<file path="src/rtl/nmos_phase_gen_if.sv">
`default_nettype none
// ============================================================================
// Module      : nmos_phase_gen_if
// Description : Control/status bundle of the two-phase enable generator.
//               Carries the stretch line when NMOS_PHASE_STRETCH_EN is defined.
// Revision    : 1.0 - initial release
// ============================================================================
interface nmos_phase_gen_if #(
    parameter int CYC_W = 32
);
    logic             run_en;
    logic             step;
`ifdef NMOS_PHASE_STRETCH_EN
    logic             stretch;
`endif
    logic             phi1;
    logic             phi2;
    logic             phi1_first;
    logic             phi2_last;
    logic             idle;
    logic [CYC_W-1:0] cycle_cnt;

`ifdef NMOS_PHASE_STRETCH_EN
    modport master (
        output run_en, step, stretch,
        input  phi1, phi2, phi1_first, phi2_last, idle, cycle_cnt
    );
    modport slave (
        input  run_en, step, stretch,
        output phi1, phi2, phi1_first, phi2_last, idle, cycle_cnt
    );
`else
    modport master (
        output run_en, step,
        input  phi1, phi2, phi1_first, phi2_last, idle, cycle_cnt
    );
    modport slave (
        input  run_en, step,
        output phi1, phi2, phi1_first, phi2_last, idle, cycle_cnt
    );
`endif
endinterface
`default_nettype wire

</file>
<file path="src/rtl/nmos_phase_gen.sv">
`default_nettype none
// ============================================================================
// Module      : nmos_phase_gen
// Description : Two-phase non-overlapping clock-enable generator (phi1/phi2)
//               with free-run, stop-at-boundary and single-step modes.
//               Optional P2 stretch input under NMOS_PHASE_STRETCH_EN.
// Revision    : 1.0 - initial release
// ============================================================================
module nmos_phase_gen #(
    parameter int PHI1_LEN = 2,
    parameter int PHI2_LEN = 2,
    parameter int GAP_LEN  = 1,
    parameter int CNT_W    = 8,
    parameter int CYC_W    = 32
) (
    input  logic              main_clk,
    input  logic              main_rst_n,
    nmos_phase_gen_if.slave   bus
);

    typedef enum logic [2:0] {
        S_IDLE = 3'd0,
        S_P1   = 3'd1,
        S_G1   = 3'd2,
        S_P2   = 3'd3,
        S_G2   = 3'd4
    } state_t;

    localparam int               C_CNT_MAX = (1 << CNT_W) - 1;
    localparam bit               C_HAS_GAP = (GAP_LEN != 0);
    localparam logic [CNT_W-1:0] C_CNT_ONE = CNT_W'(1);
    localparam logic [CYC_W-1:0] C_CYC_ONE = CYC_W'(1);
    localparam logic [CNT_W-1:0] C_PHI1_LD = CNT_W'(PHI1_LEN - 1);
    localparam logic [CNT_W-1:0] C_PHI2_LD = CNT_W'(PHI2_LEN - 1);
    localparam logic [CNT_W-1:0] C_GAP_LD  = C_HAS_GAP ? CNT_W'(GAP_LEN - 1) : '0;

    // Configuration sanity: lengths must fit the phase counter.
    if (PHI1_LEN < 1 || PHI1_LEN > C_CNT_MAX) begin : g_chk_phi1
        $error("nmos_phase_gen: PHI1_LEN out of range");
    end
    if (PHI2_LEN < 1 || PHI2_LEN > C_CNT_MAX) begin : g_chk_phi2
        $error("nmos_phase_gen: PHI2_LEN out of range");
    end
    if (GAP_LEN < 0 || GAP_LEN > C_CNT_MAX) begin : g_chk_gap
        $error("nmos_phase_gen: GAP_LEN out of range");
    end

    state_t           state_q, state_d;
    logic [CNT_W-1:0] cnt_q,   cnt_d;
    logic [CYC_W-1:0] cyc_q,   cyc_d;
    logic             phi1_q,  phi1_d;
    logic             phi2_q,  phi2_d;
    logic             first_q, first_d;
    logic             last_q,  last_d;
    logic             idle_q,  idle_d;
    logic             w_hold_p2;
    logic             w_cnt_zero;

`ifdef NMOS_PHASE_STRETCH_EN
    assign w_hold_p2 = bus.stretch;
`else
    assign w_hold_p2 = 1'b0;
`endif

    assign w_cnt_zero = (cnt_q == '0);

    always_comb begin
        state_d = state_q;
        cnt_d   = cnt_q;
        cyc_d   = cyc_q;
        case (state_q)
            S_IDLE: begin
                if (bus.run_en || bus.step) begin
                    state_d = S_P1;
                    cnt_d   = C_PHI1_LD;
                end
            end
            S_P1: begin
                if (!w_cnt_zero) begin
                    cnt_d = cnt_q - C_CNT_ONE;
                end else if (C_HAS_GAP) begin
                    state_d = S_G1;
                    cnt_d   = C_GAP_LD;
                end else begin
                    state_d = S_P2;
                    cnt_d   = C_PHI2_LD;
                end
            end
            S_G1: begin
                if (!w_cnt_zero) begin
                    cnt_d = cnt_q - C_CNT_ONE;
                end else begin
                    state_d = S_P2;
                    cnt_d   = C_PHI2_LD;
                end
            end
            S_P2: begin
                if (!w_cnt_zero) begin
                    cnt_d = cnt_q - C_CNT_ONE;
                end else if (!w_hold_p2) begin
                    cyc_d = cyc_q + C_CYC_ONE;
                    if (C_HAS_GAP) begin
                        state_d = S_G2;
                        cnt_d   = C_GAP_LD;
                    end else if (bus.run_en) begin
                        state_d = S_P1;
                        cnt_d   = C_PHI1_LD;
                    end else begin
                        state_d = S_IDLE;
                        cnt_d   = '0;
                    end
                end
            end
            S_G2: begin
                if (!w_cnt_zero) begin
                    cnt_d = cnt_q - C_CNT_ONE;
                end else if (bus.run_en) begin
                    state_d = S_P1;
                    cnt_d   = C_PHI1_LD;
                end else begin
                    state_d = S_IDLE;
                    cnt_d   = '0;
                end
            end
            default: begin
                state_d = S_IDLE;
                cnt_d   = '0;
            end
        endcase
    end

    // Outputs are decoded from the next state so they switch with the state.
    always_comb begin
        phi1_d  = (state_d == S_P1);
        first_d = (state_d == S_P1) && (state_q != S_P1);
        phi2_d  = (state_d == S_P2);
        last_d  = (state_d == S_P2) && (cnt_d == '0);
        idle_d  = (state_d == S_IDLE);
    end

    always_ff @(posedge main_clk or negedge main_rst_n) begin
        if (!main_rst_n) begin
            state_q <= S_IDLE;
            cnt_q   <= '0;
            cyc_q   <= '0;
            phi1_q  <= 1'b0;
            phi2_q  <= 1'b0;
            first_q <= 1'b0;
            last_q  <= 1'b0;
            idle_q  <= 1'b1;
        end else begin
            state_q <= state_d;
            cnt_q   <= cnt_d;
            cyc_q   <= cyc_d;
            phi1_q  <= phi1_d;
            phi2_q  <= phi2_d;
            first_q <= first_d;
            last_q  <= last_d;
            idle_q  <= idle_d;
        end
    end

    assign bus.phi1       = phi1_q;
    assign bus.phi2       = phi2_q;
    assign bus.phi1_first = first_q;
    // While stretched, the held P2 clocks are not the last one.
    assign bus.phi2_last  = last_q & ~w_hold_p2;
    assign bus.idle       = idle_q;
    assign bus.cycle_cnt  = cyc_q;

endmodule
`default_nettype wire
</file>
<file path="src/flat_wrapper.sv">
// flat-port wrapper written by rule: the top's interface ports become plain ports
module nmos_phase_gen_flat 
#(
    parameter int PHI1_LEN = 2,
    parameter int PHI2_LEN = 2,
    parameter int GAP_LEN  = 1,
    parameter int CNT_W    = 8,
    parameter int CYC_W    = 32
)
  (main_clk, main_rst_n, bus_run_en, bus_step, bus_phi1, bus_phi2, bus_phi1_first, bus_phi2_last, bus_idle, bus_cycle_cnt);
  nmos_phase_gen_if #(.CYC_W(CYC_W)) bus_i ();
  input  logic main_clk;
  input  logic main_rst_n;
  input wire logic [$bits(bus_i.run_en)-1:0] bus_run_en;
  input wire logic [$bits(bus_i.step)-1:0] bus_step;
  output wire logic [$bits(bus_i.phi1)-1:0] bus_phi1;
  output wire logic [$bits(bus_i.phi2)-1:0] bus_phi2;
  output wire logic [$bits(bus_i.phi1_first)-1:0] bus_phi1_first;
  output wire logic [$bits(bus_i.phi2_last)-1:0] bus_phi2_last;
  output wire logic [$bits(bus_i.idle)-1:0] bus_idle;
  output wire logic [$bits(bus_i.cycle_cnt)-1:0] bus_cycle_cnt;
  assign bus_i.run_en = bus_run_en;
  assign bus_i.step = bus_step;
  assign bus_phi1 = bus_i.phi1;
  assign bus_phi2 = bus_i.phi2;
  assign bus_phi1_first = bus_i.phi1_first;
  assign bus_phi2_last = bus_i.phi2_last;
  assign bus_idle = bus_i.idle;
  assign bus_cycle_cnt = bus_i.cycle_cnt;
  nmos_phase_gen #(.PHI1_LEN(PHI1_LEN), .PHI2_LEN(PHI2_LEN), .GAP_LEN(GAP_LEN), .CNT_W(CNT_W), .CYC_W(CYC_W)) u_core (.main_clk(main_clk), .main_rst_n(main_rst_n), .bus(bus_i));
endmodule
</file>
<file path="config.mk">
export PLATFORM = sky130hd
export DESIGN_NAME = nmos_phase_gen_flat
export DESIGN_NICKNAME = d
export VERILOG_FILES = /design/src/rtl/nmos_phase_gen_if.sv /design/src/rtl/nmos_phase_gen.sv /design/src/flat_wrapper.sv
export SDC_FILE = /design/constraint.sdc
export NUM_CORES = 1
export LEC_CHECK = 0
export BUFFER_PORTS_ARGS = -buffer_cell sky130_fd_sc_hd__buf_4
export CORE_MARGIN = 1
export CORE_UTILIZATION = 59
export CTS_BUF_LIST = sky130_fd_sc_hd__clkbuf_16
export DETAILED_ROUTE_END_ITERATION = 8
export PLACE_DENSITY = 0.83
export SLEW_MARGIN = 15
export SYNTH_ARGS = -nofsm -noshare
export SYNTH_HDL_FRONTEND = slang
export SYNTH_SLANG_ARGS = --single-unit
</file>
<file path="constraint.sdc">
create_clock -name main_clk -period 5.2 [get_ports main_clk]
set_input_delay 0.26 -clock main_clk [delete_from_list [all_inputs] [get_ports main_clk]]
set_output_delay 0.26 -clock main_clk [all_outputs]
set_load 0.005 [all_outputs]
</file>
==> results.json, run 1 <==
{
  "cts.htree.levels": 2,
  "wire_per_inst_um": 14.6,
  "yosys.area.top_type": "dfrtp_1",
  "clkSlewWorstSetupHoldPaths_ns": 0.06,
  "drt_iter0_markers": 174,
  "reg2reg_depth": 8,
  "cp-end-kind": "register",
  "max_freq_mhz": 416,
  "total_power_w": 0.00114,
  "syn_to_final_growth_pct": 19.9,
  "setup_viol": 0,
  "cts_setup_buffers": 0,
  "grt_pass1_wl_um": 7940,
  "insertion_delay_ns": 0.28,
  "crit_chain": "inv_1 -> ha_1 -> nor3b_1 -> nand2_4 -> nor4_1 -> nand3_1 -> nor2_1 -> xor2_1",
  "cts_sinks": 48,
  "port_buffers": 40,
  "synth-main-ff-cell": "dfrtp_1",
  "fin_setup_tns_ns": 0,
  "fin_crit_sh_pct": 46.2,
  "synthTopCellsByArea": "dfrtp_1 50%, xnor2_1 8.6%, xor2_1 4.1%, nor2_1 4.0%, nand2_1 3.8%",
  "fin_crit_ns": 2.40,
  "cts_buffers": 5,
  "critPathMaxStageDelay_ns": 0.45,
  "cts_root_buf": "clkbuf_16",
  "crit_fanout": 5,
  "overflow": 0,
  "layout-drive-gt1-share_pct": 21.4,
  "peakVddDrop_mv": 0.278,
  "postSynthCellCount": 228,
  "arrival_ns": 2.61,
  "start_util_pct": 62.6,
  "die_area_um2": 4230,
  "grt_pass1_vias": 1781,
  "cap_violations": 0,
  "drc_errors": 0,
  "coreArea_um2": 3740,
  "slew_headroom_pct": 49.8,
  "netlist_area_um2": 2340,
  "status": "finished with violations",
  "r2r-start": "u_core.cnt_q[0]$_DFF_PN0_",
  "num_vias": 1842,
  "drt-pass1-iter-count": 4,
  "rows": 22,
  "vias_per_cell": 5.77,
  "ys_top_cells_by_count": "47 x dfrtp_1, 25 x nor2_1, 24 x nand2_1",
  "synth-edff-count": 0,
  "worst-setup-path-type": "register to register",
  "yosysWarnings": 0,
  "regToRegEndpoint": "u_core.bus.cycle_cnt[25]$_DFFE_PN0P_",
  "antenna_found_initial": 0,
  "power.static_leakage_nw": 1.34,
  "post-place-ws_ns": 2.83,
  "hold_class": "input pin to async pin",
  "die_w_um": 65.0,
  "cts_hold_buf": 0,
  "final_max_slew_viol_count": 0,
  "crit_required_ns": 5.41,
  "grt_max_degree": 49,
  "finalNetCount": 277,
  "powerDensity_nw_per_um2": 405,
  "synth_top_area_share_pct": 50.2,
  "hpwl_um": 3370,
  "cts_tree": "yes",
  "fin_ws_ns": 2.80,
  "detail-route-antenna-nets": 0,
  "r2r_slack_ns": 2.80,
  "worstMarginPinSlew_ns": 0.747,
  "crit_path_start_kind": "register",
  "post_cts_resized": 0,
  "crit_slowest_cell": "nor4_1",
  "ios": 41,
  "cts_buffer_depth": 2,
  "syn_nets": 235,
  "avgSynthCellArea_um2": 10.3,
  "synth_most_common_cell": "dfrtp_1",
  "synth_seq_cells": 48,
  "synth.distinct_cells": 42,
  "critPathLaunch": "u_core.cnt_q[0]$_DFF_PN0_",
  "die_h_um": 65.0,
  "routed_wl_um": 4660,
  "track_usage_pct": 24.9,
  "ys_seq_area_share_pct": 51.3,
  "num_antenna_cells": 0,
  "utilization_pct": 75.1,
  "rsz0062_at_grt": "no",
  "violations": "negative hold slack",
  "hold_slack_ns": -0.0162,
  "endpoint": "u_core.bus.cycle_cnt[25]$_DFFE_PN0P_",
  "globalplace.congestion": 0.863,
  "fin_skew_ns": 0.00428,
  "finalHoldViolations": 47,
  "synth_async_sr_flop_share_pct": 100
}
-- cell families after synthesis --
kind of cell             Yosys count  share of synthesized area, %
flip-flops                        48                          51.3
adder cells (fa/ha/maj)            3                          1.60
buffers and inverters             12                          2.45
XOR/XNOR                          34                          12.7
multiplexers                       1                         0.480
AO/OA/AOI/OAI                     25                          6.30
AND/OR/NAND/NOR                  105                          25.2
-- registers in the layout (all words and copies together), names as in the netlist --
signal / count
u_core.bus.cycle_cnt: 32
u_core.state_q: 3
u_core.bus.phi2: 1
u_core.bus.phi2_last: 1
u_core.bus.idle: 1
u_core.bus.phi1_first: 1
u_core.bus.phi1: 1
u_core.cnt_q: 8
-- cell type report --
type,instances,area [um2]
Sequential cell,48,1200
Multi-Input combinational cell,168,1080
Fill cell,268,933
Timing Repair Buffer,40,300
Clock buffer,5,125
Tap cell,48,60.1
Inverter,7,26.3
Clock inverter,3,11.3
-- routing by layer --
metal	share of wire, %	vias up	track usage [%]
li1	-	885	-
met1	44	906	30.0
met2	51	43	42.7
met3	3.8	8	6.69
met4	1.4	0	8.97
met5	0	-	0
-- critical path, delay by kind of cell (launching register included) --
family | cells | cell delay [ns]
and+or+nand+nor | 5 | 1.49
DFF | 1 | 0.40
adders and majority gates | 1 | 0.18
xor gates and xnor gates | 1 | 0.16
buffers and inverters | 1 | 0.09
-- metrics by stage --
step | cells | area, um2
after floorplan | 228 | 2340
after global placement | 311 | 2670
after detailed placement | 311 | 2670
after CTS | 319 | 2810
after global routing | 319 | 2810
final | 319 | 2810
-- worst min-delay path by stage --
stage               startpoint                                   end  slack, ns  depth (start not counted)
CTS                 main_rst_n  u_core.bus.cycle_cnt[13]$_DFFE_PN0P_      0.002                          1
global route        main_rst_n   u_core.bus.cycle_cnt[8]$_DFFE_PN0P_       0.03                          1
finish              main_rst_n  u_core.bus.cycle_cnt[11]$_DFFE_PN0P_      -0.02                          1
global placement    main_rst_n  u_core.bus.cycle_cnt[11]$_DFFE_PN0P_       0.30                          1
detailed placement  main_rst_n  u_core.bus.cycle_cnt[11]$_DFFE_PN0P_       0.30                          1
floorplan           main_rst_n   u_core.bus.cycle_cnt[0]$_DFFE_PN0P_      -0.04                          0
-- where the power goes --
part,internal [W],leakage (nW),total (W),switching [W]
Sequential,0.000431,0.646,0.000505,0.0000736
Clock,0.000173,0.0738,0.000298,0.000125
Combinational,0.000140,0.616,0.000335,0.000194
-- layout by cell type, fill, tap and decap left out, types with 2 or more instances in the layout --
cell and instances:
nand4_1 8, nor4_4 2, buf_4 40, nor2_2 3
nand2b_1 2, and3_1 5, ha_1 3, nor4_1 5
a21oi_1 6, inv_1 9, xor2_1 11, nand3_1 12
nand2_1 24, o21ai_0 9, o22ai_1 2, dfrtp_1 47
o31ai_1 2, nor2_1 25, clkbuf_16 5, xnor2_1 23
a31oi_1 2, nor3b_1 2, nor3_1 6
No activity file was read; power rests on OpenSTA's default activity.
==> inputs of run 2 (changes only) <==
CORE_UTILIZATION = 55   (was 59)
PLACE_DENSITY = 0.79   (was 0.83)
clock period = 2.5 ns   (was 5.2 ns; I/O delays follow)
==> run 2 against run 1 <==
  * The flow now finishes without violations
  * Core utilization decreased by 3.4 points
  * Via count down 2.3%
  * Register-to-register slack worse by 2.6 ns
  * Clock power up 150%
  * Highest routed layer unchanged
  * Global-route usage shrank 2.1 points
  * Critical path depth is the same
  * Largest cell class unchanged
  * Flip-flop and latch count is the same
  * Clock-buffer cell count did not move
  * Hold slack improved by 0.20 ns
==> results.json, run 2 (synthesis gave the netlist of run 1 again) <==
{
  "reg2reg_depth": 8,
  "routed_wl_um": 4640,
  "fin_crit_ns": 2.30,
  "power.static_leakage_nw": 1.39,
  "critPathMaxStageDelay_ns": 0.52,
  "largest_register_ffs": 32,
  "busiest_layer": "met2",
  "hpwl_um": 3230,
  "vias_per_cell": 5.47,
  "r2r_slack_ns": 0.20,
  "crit_fanout": 4,
  "drt-pass1-iter-count": 4,
  "total_power_w": 0.00254,
  "die_h_um": 67.3,
  "crit_chain": "inv_1 -> ha_1 -> or3b_2 -> nor4_4 -> nand4_1 -> nor2_2 -> nand2_1 -> xnor2_1",
  "final_max_slew_viol_count": 0,
  "die_area_um2": 4530,
  "fin_setup_tns_ns": 0,
  "rsz0062_at_grt": "no",
  "start_util_pct": 57.8,
  "ios": 41,
  "crit_slowest_cell": "or3b_2",
  "num_antenna_cells": 0,
  "cts_buffer_depth": 2,
  "finalNetCount": 285,
  "cts.htree.levels": 2,
  "crit_buf_inv": 1,
  "fill_cells": 299,
  "worst-setup-path-type": "register to register",
  "cts_tree": "yes",
  "wire_per_inst_um": 14.1,
  "cts_sinks": 48,
  "rows": 23,
  "utilization_pct": 71.6,
  "multi_input_area_um2": 1090,
  "track_usage_pct": 22.8,
  "detail-route-antenna-nets": 0,
  "status": "finished clean",
  "finalHoldViolations": 0,
  "powerDensity_nw_per_um2": 875,
  "insertion_delay_ns": 0.28,
  "slew_headroom_pct": 60.8,
  "cts_buffers": 5,
  "antenna_found_initial": 0,
  "met3_usage_pct": 5.24,
  "die_w_um": 67.3,
  "critPathLaunch": "u_core.cnt_q[0]$_DFF_PN0_",
  "clkSlewWorstSetupHoldPaths_ns": 0.06,
  "cap_violations": 0,
  "detailed_place.area_um2": 2730,
  "hold_path_depth": 3,
  "hold_class": "input pin to register",
  "grt_use_met2_pct": 37.9,
  "grt_max_degree": 49,
  "peakVddDrop_mv": 0.648,
  "post-route-cell-area_um2": 2910,
  "syn_to_final_growth_pct": 24.0,
  "fin_crit_sh_pct": 92.2,
  "hold_start": "bus_step",
  "r2r-start": "u_core.cnt_q[0]$_DFF_PN0_",
  "seqCellArea_um2": 1200,
  "grt_pass1_vias": 1618,
  "setup_viol": 0,
  "crit_path_start_kind": "register",
  "grt_pass1_wl_um": 7620,
  "max_freq_mhz": 434,
  "met1_usage_pct": 30.1,
  "crit_required_ns": 2.66,
  "arrival_ns": 2.47,
  "cp-end-kind": "register",
  "drt_iter0_markers": 132,
  "cts_setup_buffers": 0,
  "port_buffers": 40,
  "hold_end": "u_core.cnt_q[0]$_DFF_PN0_",
  "coreArea_um2": 4060,
  "fin_skew_ns": 0.00681,
  "num_vias": 1799,
  "overflow": 0,
  "cts_root_buf": "clkbuf_16",
  "mostFrequentLayoutCells": "47 x buf_4, 47 x dfrtp_1, 25 x nor2_1",
  "worstMarginPinSlew_ns": 0.588,
  "drc_errors": 0,
  "layout-drive-gt1-share_pct": 24.0,
  "globalplace.congestion": 0.851,
  "crit_family": "simple AND/OR/NAND/NOR gates",
  "regToRegEndpoint": "u_core.bus.cycle_cnt[24]$_DFFE_PN0P_"
}
run 2: cell count changes in the layout (fill, tap and decap cells not counted):
| cell | change |
|---|---|
| buf_4 | +7 |
| bufinv_16 | +1 |
| clkinv_1 | -1 |
| dlygate4sd3_1 | +1 |
| nor3b_1 | -1 |
| nor3b_2 | +1 |
run 2: worst max path at each step:
| stage | to | cells after the start |
|---|---|---|
| after floorplan | u_core.bus.cycle_cnt[13]$_DFFE_PN0P_ | 8 |
| after global placement | u_core.bus.cycle_cnt[13]$_DFFE_PN0P_ | 8 |
| final | u_core.bus.cycle_cnt[24]$_DFFE_PN0P_ | 8 |
| after detailed placement | u_core.bus.cycle_cnt[13]$_DFFE_PN0P_ | 8 |
| after global routing | u_core.bus.cycle_cnt[30]$_DFFE_PN0P_ | 8 |
| after CTS | u_core.bus.cycle_cnt[13]$_DFFE_PN0P_ | 8 |
run 2: area by class of cell:
cell class,instances,share of cell area (%)
Tap cell,50,2.15
Sequential cell,48,41.4
Timing Repair Buffer,48,12.5
Inverter,7,0.904
Multi-Input combinational cell,168,37.5
Clock buffer,5,4.30
Clock inverter,3,1.29
run 2: stage by stage:
| stage | setup WS [ns] | instances | hold slack (ns) |
|---|---|---|---|
| after global routing | 0.0318 | 329 | 0.193 |
| after floorplan | 0.300 | 228 | -0.171 |
| after global placement | 0.218 | 320 | 0.167 |
| final | 0.196 | 329 | 0.183 |
| after detailed placement | 0.0941 | 320 | 0.170 |
| after CTS | 0.0270 | 329 | 0.168 |
run 2: layer usage:
metal / wire, um / part of all wire, %
met2: 2340 / 51
met5: 0 / 0
met3: 169 / 3.6
met4: 34 / 0.73
met1: 2090 / 45
run 2: worst register-to-register path: cells and delay by family (launching register included):
kind | cells | cell delay [ns]
buf+inv | 1 | 0.09
flops | 1 | 0.40
xor+xnor | 1 | 0.13
simple gates | 5 | 1.36
fa+ha+maj | 1 | 0.21
run 2: where the power goes:
part,leakage (nW),switching [W],internal [W]
Combinational,0.658,0.000433,0.000335
Sequential,0.646,0.000144,0.000897
Clock,0.0864,0.000270,0.000465
Total,1.39,0.000847,0.00170
run 2: timing repair:
item | in CTS | in global routing
resized for setup | 0 | 1
hold buffers | 1 | 0
setup endpoints to repair | 0 | 6
hold endpoints to repair | 47 | 0
